## src/rtl/pipeline_hazard_ctrl_pkg.sv

```systemverilog
// Shared processor definitions for the hazard controller: register index width,
// the zero register and the mult/div sequencer state encoding.
package pipeline_hazard_ctrl_pkg;

  localparam int REG_W = 5;
  localparam logic [REG_W-1:0] ZERO_REG = '0;

  localparam logic [0:0] ST_RUN     = 1'b0;
  localparam logic [0:0] ST_MD_WAIT = 1'b1;

endpackage

```

## src/rtl/pipeline_hazard_ctrl_hazard_detect.sv

```systemverilog
// Load-use comparator: flags a D/X load whose destination is read by the
// instruction sitting in F/D. Writes to r0 never create a dependence.
module pipeline_hazard_ctrl_hazard_detect
  import pipeline_hazard_ctrl_pkg::*;
(
  input  logic [REG_W-1:0] fd_rs1,
  input  logic [REG_W-1:0] fd_rs2,
  input  logic             fd_uses_rs1,
  input  logic             fd_uses_rs2,
  input  logic             dx_is_load,
  input  logic [REG_W-1:0] dx_rd,
  output logic             load_use
);

  logic rs1_hit;
  logic rs2_hit;

  assign rs1_hit  = fd_uses_rs1 && (fd_rs1 == dx_rd);
  assign rs2_hit  = fd_uses_rs2 && (fd_rs2 == dx_rd);
  assign load_use = dx_is_load && (dx_rd != ZERO_REG) && (rs1_hit || rs2_hit);

endmodule

```

## src/rtl/pipeline_hazard_ctrl.sv

```systemverilog
// Stall/flush sequencer for the F/D, D/X, X/M, M/W latches and the PC. Enables
// and flushes are combinational so they settle before the negedge latch capture.
module pipeline_hazard_ctrl
  import pipeline_hazard_ctrl_pkg::*;
#(
  parameter int MD_TIMEOUT = 40,
  parameter int CNT_W      = 32
)
(
  input  logic             clk,
  input  logic             clr,
  input  logic [REG_W-1:0] fd_rs1,
  input  logic [REG_W-1:0] fd_rs2,
  input  logic             fd_uses_rs1,
  input  logic             fd_uses_rs2,
  input  logic             dx_is_load,
  input  logic [REG_W-1:0] dx_rd,
  input  logic             dx_is_md,
  input  logic             md_ready,
  input  logic             br_taken,
  output logic             pc_en,
  output logic             fd_en,
  output logic             fd_flush,
  output logic             dx_en,
  output logic             dx_flush,
  output logic             xm_en,
  output logic             xm_flush,
  output logic             mw_en,
  output logic             md_start,
  output logic             md_err,
  output logic             md_busy,
  output logic [CNT_W-1:0] stall_cycles
);

  localparam int TO_W = (MD_TIMEOUT > 1) ? $clog2(MD_TIMEOUT) : 1;
  localparam logic [TO_W-1:0] TO_LAST = TO_W'(MD_TIMEOUT - 1);

  function automatic logic [CNT_W-1:0] sat_inc(input logic [CNT_W-1:0] v);
    return (&v) ? v : v + 1'b1;
  endfunction

  logic [0:0]      state;
  logic [0:0]      state_nxt;
  logic [TO_W-1:0] to_cnt;
  logic [TO_W-1:0] to_cnt_nxt;
  logic            load_use;

  pipeline_hazard_ctrl_hazard_detect u_hazard_detect (
    .fd_rs1      (fd_rs1),
    .fd_rs2      (fd_rs2),
    .fd_uses_rs1 (fd_uses_rs1),
    .fd_uses_rs2 (fd_uses_rs2),
    .dx_is_load  (dx_is_load),
    .dx_rd       (dx_rd),
    .load_use    (load_use)
  );

  // Reset dominates everything; in MD_WAIT the other hazard sources are ignored
  // because the front of the pipe is frozen anyway.
  always_comb begin
    pc_en      = 1'b1;
    fd_en      = 1'b1;
    dx_en      = 1'b1;
    xm_en      = 1'b1;
    mw_en      = 1'b1;
    fd_flush   = 1'b0;
    dx_flush   = 1'b0;
    xm_flush   = 1'b0;
    md_start   = 1'b0;
    md_err     = 1'b0;
    md_busy    = 1'b0;
    state_nxt  = state;
    to_cnt_nxt = to_cnt;
    if (clr) begin
      fd_flush = 1'b1;
      dx_flush = 1'b1;
      xm_flush = 1'b1;
    end else if (state == ST_RUN) begin
      if (dx_is_md) begin
        md_start   = 1'b1;
        pc_en      = 1'b0;
        fd_en      = 1'b0;
        dx_en      = 1'b0;
        xm_flush   = 1'b1;
        state_nxt  = ST_MD_WAIT;
        to_cnt_nxt = '0;
      end else if (br_taken) begin
        fd_flush = 1'b1;
        dx_flush = 1'b1;
      end else if (load_use) begin
        pc_en    = 1'b0;
        fd_en    = 1'b0;
        dx_flush = 1'b1;
      end
    end else begin
      md_busy = 1'b1;
      if (md_ready) begin
        state_nxt = ST_RUN;
      end else if (to_cnt == TO_LAST) begin
        md_err    = 1'b1;
        state_nxt = ST_RUN;
      end else begin
        pc_en      = 1'b0;
        fd_en      = 1'b0;
        dx_en      = 1'b0;
        xm_flush   = 1'b1;
        to_cnt_nxt = to_cnt + 1'b1;
      end
    end
  end

  always_ff @(posedge clk) begin
    if (clr) begin
      state        <= ST_RUN;
      to_cnt       <= '0;
      stall_cycles <= '0;
    end else begin
      state  <= state_nxt;
      to_cnt <= to_cnt_nxt;
      if (!pc_en) begin
        stall_cycles <= sat_inc(stall_cycles);
      end
    end
  end

endmodule

```

## config.mk

```make
export PLATFORM = sky130hd
export DESIGN_NAME = pipeline_hazard_ctrl
export DESIGN_NICKNAME = d
export VERILOG_FILES = /design/src/rtl/pipeline_hazard_ctrl_pkg.sv /design/src/rtl/pipeline_hazard_ctrl_hazard_detect.sv /design/src/rtl/pipeline_hazard_ctrl.sv
export SDC_FILE = /design/constraint.sdc
export NUM_CORES = 1
export LEC_CHECK = 0
export CAP_MARGIN = 10
export CORE_MARGIN = 8
export CORE_UTILIZATION = 30
export CTS_CLUSTER_DIAMETER = 150
export DETAILED_ROUTE_END_ITERATION = 12
export PLACE_DENSITY = 0.52
export SYNTH_ARGS = -nofsm -noshare
export SYNTH_HDL_FRONTEND = slang
export SYNTH_SLANG_ARGS = --single-unit
```

## constraint.sdc

```tcl
create_clock -name clk -period 7.5 [get_ports clk]
set_clock_uncertainty 0.1 [all_clocks]
set_input_delay 2.25 -clock clk [delete_from_list [all_inputs] [get_ports clk]]
set_output_delay 2.25 -clock clk [all_outputs]
set_load 0.01 [all_outputs]
```

## Word-level counts from Yosys, hierarchy flattened

Index checks and enable logic that the tools add are counted.

- Register bits: 39
- Bits of input ports: 23
- Word-level logic and storage cells: 57

- $add $sub $neg: 2
- Equality and inequality tests: 5
- Mux-type cells: 35
- Bitwise gates (word level): 2
- Reductions and logical operators: 10

Operators with widths:

| cell | number |
|---|---|
| $add 32x1->32 const B | 1 |
| $reduce_and 32->1 | 1 |
| $mux 1 | 31 |
| $mux 6 | 4 |
| $eq 5x5->1 | 2 |
| $add 6x1->6 const B | 1 |
| $eq 6x6->1 const B | 1 |
| $reduce_bool 5->1 | 1 |
| $logic_and 1x1->1 | 4 |
| $ne 2x2->1 const B | 2 |
| $reduce_and 3->1 | 1 |
| $not 1->1 | 2 |
| $reduce_and 2->1 | 1 |
| $reduce_bool 2->1 | 1 |
| $logic_or 1x1->1 | 1 |

## Depth between registers and ports, before layout

Gate-level depths: netlist of run 1.

- Depth after elaboration: 11
- Depth in mapped cells: 10
- Gate-level depth less buffers: 8

## Hierarchy

Synthesis of run 1 repeated with hierarchy kept, for this count alone.

- Cell total of the unflattened synthesis: 280
- Area, all modules: 2,296.0 um2

Modules (own cells, without submodules):

| module | times used | cells an instance | area an instance (um2) | seq. area each (um2) |
|---|---|---|---|---|
| pipeline_hazard_ctrl | 1 | 263 | 2,162.1 | 780.7 |
| pipeline_hazard_ctrl_hazard_detect | 1 | 17 | 133.9 | 0.0 |

## Least setup slack after synthesis of run 1

No wires, ideal clock.

- Path type: input port to output port
- Start: input dx_rd[1]
- End: output pc_en
- Arrival: 3.708 ns
- Required time: 5.150 ns
- Path slack: 1.442 ns
- Stages: 8
- Cell sequence: or4_1 > o21ai_1 > nor4_1 > a22o_4 > inv_6 > buf_4 > buf_4 > buf_4

- Cells in the longest elaborated chain, start to end: 9

Ends and longest elaborated chain:

| item | line | RTL |
|---|---|---|
| start, declared | pipeline_hazard_ctrl.sv:17 | `input logic [REG_W-1:0] dx_rd,` |
| $eq 5x5->1 (on tied branches) | pipeline_hazard_ctrl_hazard_detect.sv:18, pipeline_hazard_ctrl_hazard_detect.sv:19 |  |
| $logic_and 1x1->1 (on tied branches) | pipeline_hazard_ctrl_hazard_detect.sv:18, pipeline_hazard_ctrl_hazard_detect.sv:19 |  |
| $logic_or 1x1->1 | pipeline_hazard_ctrl_hazard_detect.sv:20 | `assign load_use = dx_is_load && (dx_rd != ZERO_REG) && (rs1_hit \|\| rs2_hit);` |
| $logic_and 1x1->1 * | pipeline_hazard_ctrl_hazard_detect.sv:20 |  |
| $mux 1 * (5 in a row) | - |  |
| end, declared | pipeline_hazard_ctrl.sv:21 | `output logic pc_en,` |

Every way passes the cells marked *; elsewhere a longest branch is shown, timed or not.

## Worst setup path in the final report of run 1

- Start: input dx_rd[1]
- End: output fd_en

- Cells in the longest elaborated chain, start to end: 9

Ends and longest elaborated chain:

| item | line | RTL |
|---|---|---|
| $eq 5x5->1 (on tied branches) | pipeline_hazard_ctrl_hazard_detect.sv:18, pipeline_hazard_ctrl_hazard_detect.sv:19 |  |
| $logic_and 1x1->1 (on tied branches) | pipeline_hazard_ctrl_hazard_detect.sv:18, pipeline_hazard_ctrl_hazard_detect.sv:19 |  |
| $logic_or 1x1->1 | pipeline_hazard_ctrl_hazard_detect.sv:20 |  |
| $logic_and 1x1->1 * | pipeline_hazard_ctrl_hazard_detect.sv:20 |  |
| $mux 1 * | pipeline_hazard_ctrl.sv:90 | `end else if (load_use) begin` |
| $mux 1 * | pipeline_hazard_ctrl.sv:87 | `end else if (br_taken) begin` |
| $mux 1 * | pipeline_hazard_ctrl.sv:79 | `if (dx_is_md) begin` |
| $mux 1 * | pipeline_hazard_ctrl.sv:78 | `end else if (state == ST_RUN) begin` |
| $mux 1 * | pipeline_hazard_ctrl.sv:74 | `if (clr) begin` |
| end, declared | pipeline_hazard_ctrl.sv:22 | `output logic fd_en,` |

Marked as above.

==> results of run 1 <==
synth_stat cells, types with 2 or more instances:
cell type / instances / area share
xnor2_1: 10 / 0.036
dfxtp_1: 39 / 0.32
nor2_1: 17 / 0.026
clkbuf_8: 4 / 0.023
nor4_1: 4 / 0.010
or4_1: 19 / 0.059
nand4_4: 2 / 0.018
o31ai_1: 13 / 0.040
clkbuf_1: 6 / 0.0093
a21oi_1: 25 / 0.052
inv_1: 5 / 0.0078
ha_1: 2 / 0.010
buf_6: 2 / 0.0093
and2_1: 2 / 0.0052
mux2_1: 3 / 0.014
nand2b_1: 2 / 0.0052
nand4_1: 15 / 0.039
nand4b_1: 3 / 0.011
o311ai_0: 6 / 0.022
nand3_1: 16 / 0.033
o21ai_0: 7 / 0.014
xor2_1: 2 / 0.0073
nor3_1: 4 / 0.0083
or3_1: 8 / 0.021
nand2_1: 22 / 0.034
and3_1: 4 / 0.010
nor2b_1: 6 / 0.016
o21ai_1: 3 / 0.0062
buf_4: 6 / 0.019
o41ai_1: 8 / 0.029
worst max path at each step:
| stage | cells after the start | slack (ns) | to |
|---|---|---|---|
| 6_report | 7 | 0.76 | fd_en |
| 5_1_grt | 7 | 0.64 | fd_en |
| 4_1_cts | 7 | 0.74 | fd_en |
| 3_5_place_dp | 7 | 0.74 | fd_en |
| 3_3_place_gp | 7 | 0.75 | fd_en |
| 2_1_floorplan | 8 | 1.44 | pc_en |
registers in the layout, summed over array words and instances (netlist names):
name          cells
stall_cycles     32
to_cnt            6
state             1
report_power, final:
part	total [mW]	switching (mW)	internal [mW]
clock network	0.210	0.0772	0.133
logic	0.0511	0.0256	0.0255
registers	0.210	0.00186	0.208
total	0.471	0.105	0.367
metal layers:
| layer | track usage | vias up | routed length [um] |
|---|---|---|---|
| met5 | 0 | - | 0 |
| met1 | 0.148 | 1082 | 3030 |
| met2 | 0.188 | 62 | 2970 |
| met3 | 0.0469 | 5 | 557 |
| li1 | - | 1197 | - |
| met4 | 0.0271 | 0 | 39 |
metrics by stage:
step | utilization | area [sq um]
after detailed placement | 0.389 | 3020
after global placement | 0.389 | 3020
after global routing | 0.406 | 3160
after floorplan | - | 2420
final | 0.406 | 3160
after CTS | 0.406 | 3160
logic make-up after synthesis:
family	after synthesis	synth area share
buffers and inverters	27	0.0813
XOR/XNOR	12	0.0435
multiplexers	4	0.0181
flip-flops	39	0.323
AND/OR/NAND/NOR	133	0.336
AO/OA/AOI/OAI	67	0.186
other	1	0.00155
adder cells (fa/ha/maj)	2	0.0104
area by class of cell:
cell class / count / share of cell area
repair buffers: 65 / 0.205
inverters: 6 / 0.00872
clock inverters: 2 / 0.0190
clock buffers: 6 / 0.0230
well taps: 102 / 0.0404
flip-flops and latches: 39 / 0.247
multi-input cells: 220 / 0.457
worst register-to-register path, stage by stage, from the launching register on:
cell	delay [ns]
dfxtp_1	0.40
ha_1	0.21
and4bb_4	0.27
a21oi_4	0.08
or2_2	0.32
a22o_4	0.31
inv_6	0.06
buf_4	0.41
nor4_1	0.18
mux2_1	0.34
==> metrics.cfg, run 1 <==
[run_status]
outcome = finished clean

[detailed_routing]
vias = 2346
wl_per_cell_um = 15.0
drtPass1Iterations = 4
routed_wl_um = 6600
drtAntennaViolNets = 0
drcViolationCount = 0
vias_per_cell = 5.33
drt_iter0_drc = 127

[power_and_ir_drop]
p_per_area_nw_per_um2 = 149
finalPower_uw = 471
irDropWorstVdd_mv = 0.0872
power_leakage_nw = 0.983

[critical_path]
crit_path_max_fanout = 6
cp_slowest_cell = or4_1
reg2reg_depth = 9
cp_top_family = buffers and inverters
worstSetupStartpointType = input port
rrSetupSlack_ns = 4.72
r2r_end = stall_cycles[17]$_SDFFE_PP0P_
cp_slowest_stage_delay_ns = 0.56
crit_arrival_ns = 4.39
crit_start = dx_rd[1]
path_class = in2out
critPathBufInv = 3
crit_required_ns = 5.15
path_cells = clkdlybuf4s50_1, or4_1, o21ai_1, nor4_1, a22o_4, inv_6, clkdlybuf4s50_1
crit_top_cell = clkdlybuf4s50_1
timing.rr.start = to_cnt[0]$_SDFFE_PP0P_
cp-end-kind = output pin

[yosys]
yosysWarnings = 0
syn_inst = 285
yosysSeqAreaShare = 0.323
async_reset_ff_frac = 0
synth_flop_cell = dfxtp_1
synth_area_per_cell_sq_um = 8.48
synth-seq-cells = 39
synth_edf_count = 0
ys_types = 50
syn-cell-area_sq_um = 2420

[placement]
post-place-ws_ns = 0.740
dp_cells = 432
gp_congestion = 0.734
io_buffers = 63
hpwl_um = 4700

[cts]
clkLatencyLatePin_ns = 0.30
hold_buffers = 0
h-tree-depth = 2
clk_path_buf_depth = 2
numCtsBuffers = 5
cts-root-buf = clkbuf_8
post_cts_resize_count = 0
path_clk_slew_ns = 0.07
cts.sinks = 39
postCtsSetupBuffers = 0
cts_tree = done

[die]
die_w_um = 106
die-area_sq_um = 11200
start_util = 0.311
die_h_um = 106
core_area_sq_um = 7770
num_rows = 32
io_pins = 66

[global_routing]
grt_max_degree = 57
grt_pass1_wl_um = 11200
grt_antenna_before_repair = 0
grt-ovfl-total = 0
grt_usage = 0.119
grt_pass1_vias = 2273

[final_layout]
diodes = 0
drive_gt1_frac = 0.0621
regArea_sq_um = 781
layout_commonest_cell = clkdlybuf4s50_1
final_cells = 440
mostFrequentLayoutCells = clkdlybuf4s50_1, dfxtp_1, a21oi_1
multi_input_comb_area_sq_um = 1440
nets = 362
fillers = 834
areaGrowthSynthToFinish_pct = 30.7

[timing]
tns_ns = 0
tightestPinTransition_ns = 0.825
max_freq_mhz = 148
finalCritPeriodShare = 0.898
layout_min_cycle_time_ns = 6.74
layout_setup_ws_ns = 0.765
slew_headroom = 0.450
setup_viol = 0
hold_slack_ns = 0.399
rsz0062_at_grt = false
hold_viol_final = 0
slew_viol_final = 0

[hold_path]
whs_path_depth = 2
holdPathEnd = stall_cycles[31]$_SDFFE_PP0P_
holdCritPathClass = reg2reg
min-delay-start = stall_cycles[31]$_SDFFE_PP0P_

[flow_run]
maxCapViolations = 0

Note: power is estimated with default switching activity, not from simulation.
==> inputs of run 2 (changes only) <==
--- a/config.mk
+++ b/config.mk
@@ -10,6 +10,7 @@
 export CORE_UTILIZATION = 30
 export CTS_CLUSTER_DIAMETER = 150
 export DETAILED_ROUTE_END_ITERATION = 12
+export GPL_ROUTABILITY_DRIVEN = 0
 export PLACE_DENSITY = 0.52
 export SYNTH_ARGS = -nofsm -noshare
 export SYNTH_HDL_FRONTEND = slang
==> results of run 2 <==
Same layout as run 1: the final DEF is identical, and so are final timing and power.
==> inputs of run 3 (changes only) <==
--- a/config.mk
+++ b/config.mk
@@ -12,6 +12,7 @@
 export DETAILED_ROUTE_END_ITERATION = 12
 export GPL_ROUTABILITY_DRIVEN = 0
 export PLACE_DENSITY = 0.52
+export RECOVER_POWER = 100
 export SYNTH_ARGS = -nofsm -noshare
 export SYNTH_HDL_FRONTEND = slang
 export SYNTH_SLANG_ARGS = --single-unit
==> metrics.cfg, run 3 (synthesized netlist as in run 1, its figures left out) <==
[final_layout]
regArea_sq_um = 781
final_core_util = 0.404
nets = 362
mostFrequentLayoutCells = dlygate4sd3_1, dfxtp_1, a21oi_1
drive_gt1_frac = 0.0562
largest_register = stall_cycles
layout_commonest_cell = dlygate4sd3_1
largest_reg_flops = 32
areaGrowthSynthToFinish_pct = 29.9
multi_input_comb_area_sq_um = 1430
reg.largest.list = stall_cycles (32), to_cnt (6), state (1)
diodes = 0
fillers = 835

[detailed_routing]
drtPass1Iterations = 4
routed_wl_um = 6580
vias = 2334
drcViolationCount = 0
vias_per_cell = 5.30
wl_per_cell_um = 15.0
drt_iter0_drc = 109
drtAntennaViolNets = 0

[cts]
cts-root-buf = clkbuf_8
clkLatencyLatePin_ns = 0.30
post_cts_resize_count = 0
hold_buffers = 0
numCtsBuffers = 5
h-tree-depth = 2
clk_path_buf_depth = 2
cts.sinks = 39
cts_tree = done
postCtsSetupBuffers = 0
path_clk_slew_ns = 0.07

[timing]
setup_viol = 0
slew_viol_final = 57
rsz0062_at_grt = false
tightestPinTransition_ns = 2.02
max_freq_mhz = 144
layout_min_cycle_time_ns = 6.96
hold_slack_ns = 0.395
slew_headroom = -0.347
finalCritPeriodShare = 0.928
hold_viol_final = 0
tns_ns = 0

[power_and_ir_drop]
switchingPower_uw = 104
finalPower_uw = 469
irDropWorstVdd_mv = 0.0873
pwr-share-comb = 0.103
swShare = 0.222
p_per_area_nw_per_um2 = 149
intPower_uw = 365
seqPwrFrac = 0.448
power_leakage_nw = 1.09
clockPowerShare = 0.449

[die]
start_util = 0.311
num_rows = 32
io_pins = 66
die-area_sq_um = 11200
die_w_um = 106
core_area_sq_um = 7770
die_h_um = 106

[critical_path]
rrSetupSlack_ns = 3.45
crit_required_ns = 5.15
worstSetupStartpointType = input port
cp_slowest_stage_delay_ns = 0.59
cp_top_family = buffers and inverters
path_cells = dlygate4sd3_1, or4_1, o21ai_0, nor4_1, a22o_4, clkinvlp_2, clkdlybuf4s50_1
critPathBufInv = 3
cp_slowest_cell = dlygate4sd3_1
cp-end-kind = output pin
crit_path_max_fanout = 6
crit_arrival_ns = 4.61
path_class = in2out

[placement]
hpwl_um = 4700
io_buffers = 63

[global_routing]
grt_pass1_wl_um = 11200
grt_pass1_vias = 2273
grt_antenna_before_repair = 0
grt_max_degree = 57
grt_usage = 0.119
grt-ovfl-total = 0

[run_status]
outcome = complete, but fails checks
violations = capacitance limit, slew limit

[hold_path]
holdCritPathClass = reg2reg

[flow_run]
maxCapViolations = 1

-- run 3: cell types whose count changed in the layout (fill, tap and decap cells not counted), sizes merged --
| cell | before | now |
|---|---|---|
| clkbuf | 6 | 7 |
| buf | 2 | 1 |
| dlygate4sd3 | 0 | 41 |
| inv | 6 | 5 |
| clkdlybuf4s50 | 63 | 22 |
| clkinvlp | 0 | 1 |
-- run 3: tightest hold or removal path, stage by stage (launching register included) --
cell and delay [ns]:
dfxtp_1 0.34, o41ai_1 0.06, a21oi_1 0.05
-- run 3: cell type report --
type	instances	area share
Timing Repair Buffer	65	0.205
Multi-Input combinational cell	220	0.456
Clock buffer	6	0.0231
Sequential cell	39	0.249
Inverter	6	0.00758
Tap cell	102	0.0407
Clock inverter	2	0.0191
-- run 3: through the flow --
step	instance area, sq um	cells	setup slack, ns
floorplan	2420	286	1.44
global route	3140	440	0.375
detailed placement	3020	432	0.740
CTS	3160	440	0.738
finish	3140	440	0.537
global placement	3020	432	0.745
-- run 3: worst paths after layout --
check                                   to                           from  depth (start not counted)
max                                  fd_en                       dx_rd[1]                          7
min          stall_cycles[31]$_SDFFE_PP0P_  stall_cycles[31]$_SDFFE_PP0P_                          2
max reg2reg  stall_cycles[17]$_SDFFE_PP0P_         to_cnt[0]$_SDFFE_PP0P_                          9
min reg2reg  stall_cycles[31]$_SDFFE_PP0P_  stall_cycles[31]$_SDFFE_PP0P_                          2
-- run 3: power by group through the flow --
| stage | logic [mW] | clock network (mW) | registers (mW) |
|---|---|---|---|
| floorplan | 0.0315 | 0 | 0.215 |
| global placement | 0.0515 | 0 | 0.215 |
| detailed placement | 0.0515 | 0 | 0.215 |
| CTS | 0.0517 | 0.217 | 0.210 |
| global route | 0.0534 | 0.226 | 0.210 |
| finish | 0.0484 | 0.210 | 0.210 |
-- run 3: layer usage --
metal,track usage,up-vias,routed length [um]
met1,0.148,1085,2970
met2,0.188,55,3070
met3,0.0469,2,527
li1,-,1192,-
met4,0.0271,0,17
met5,0,-,0
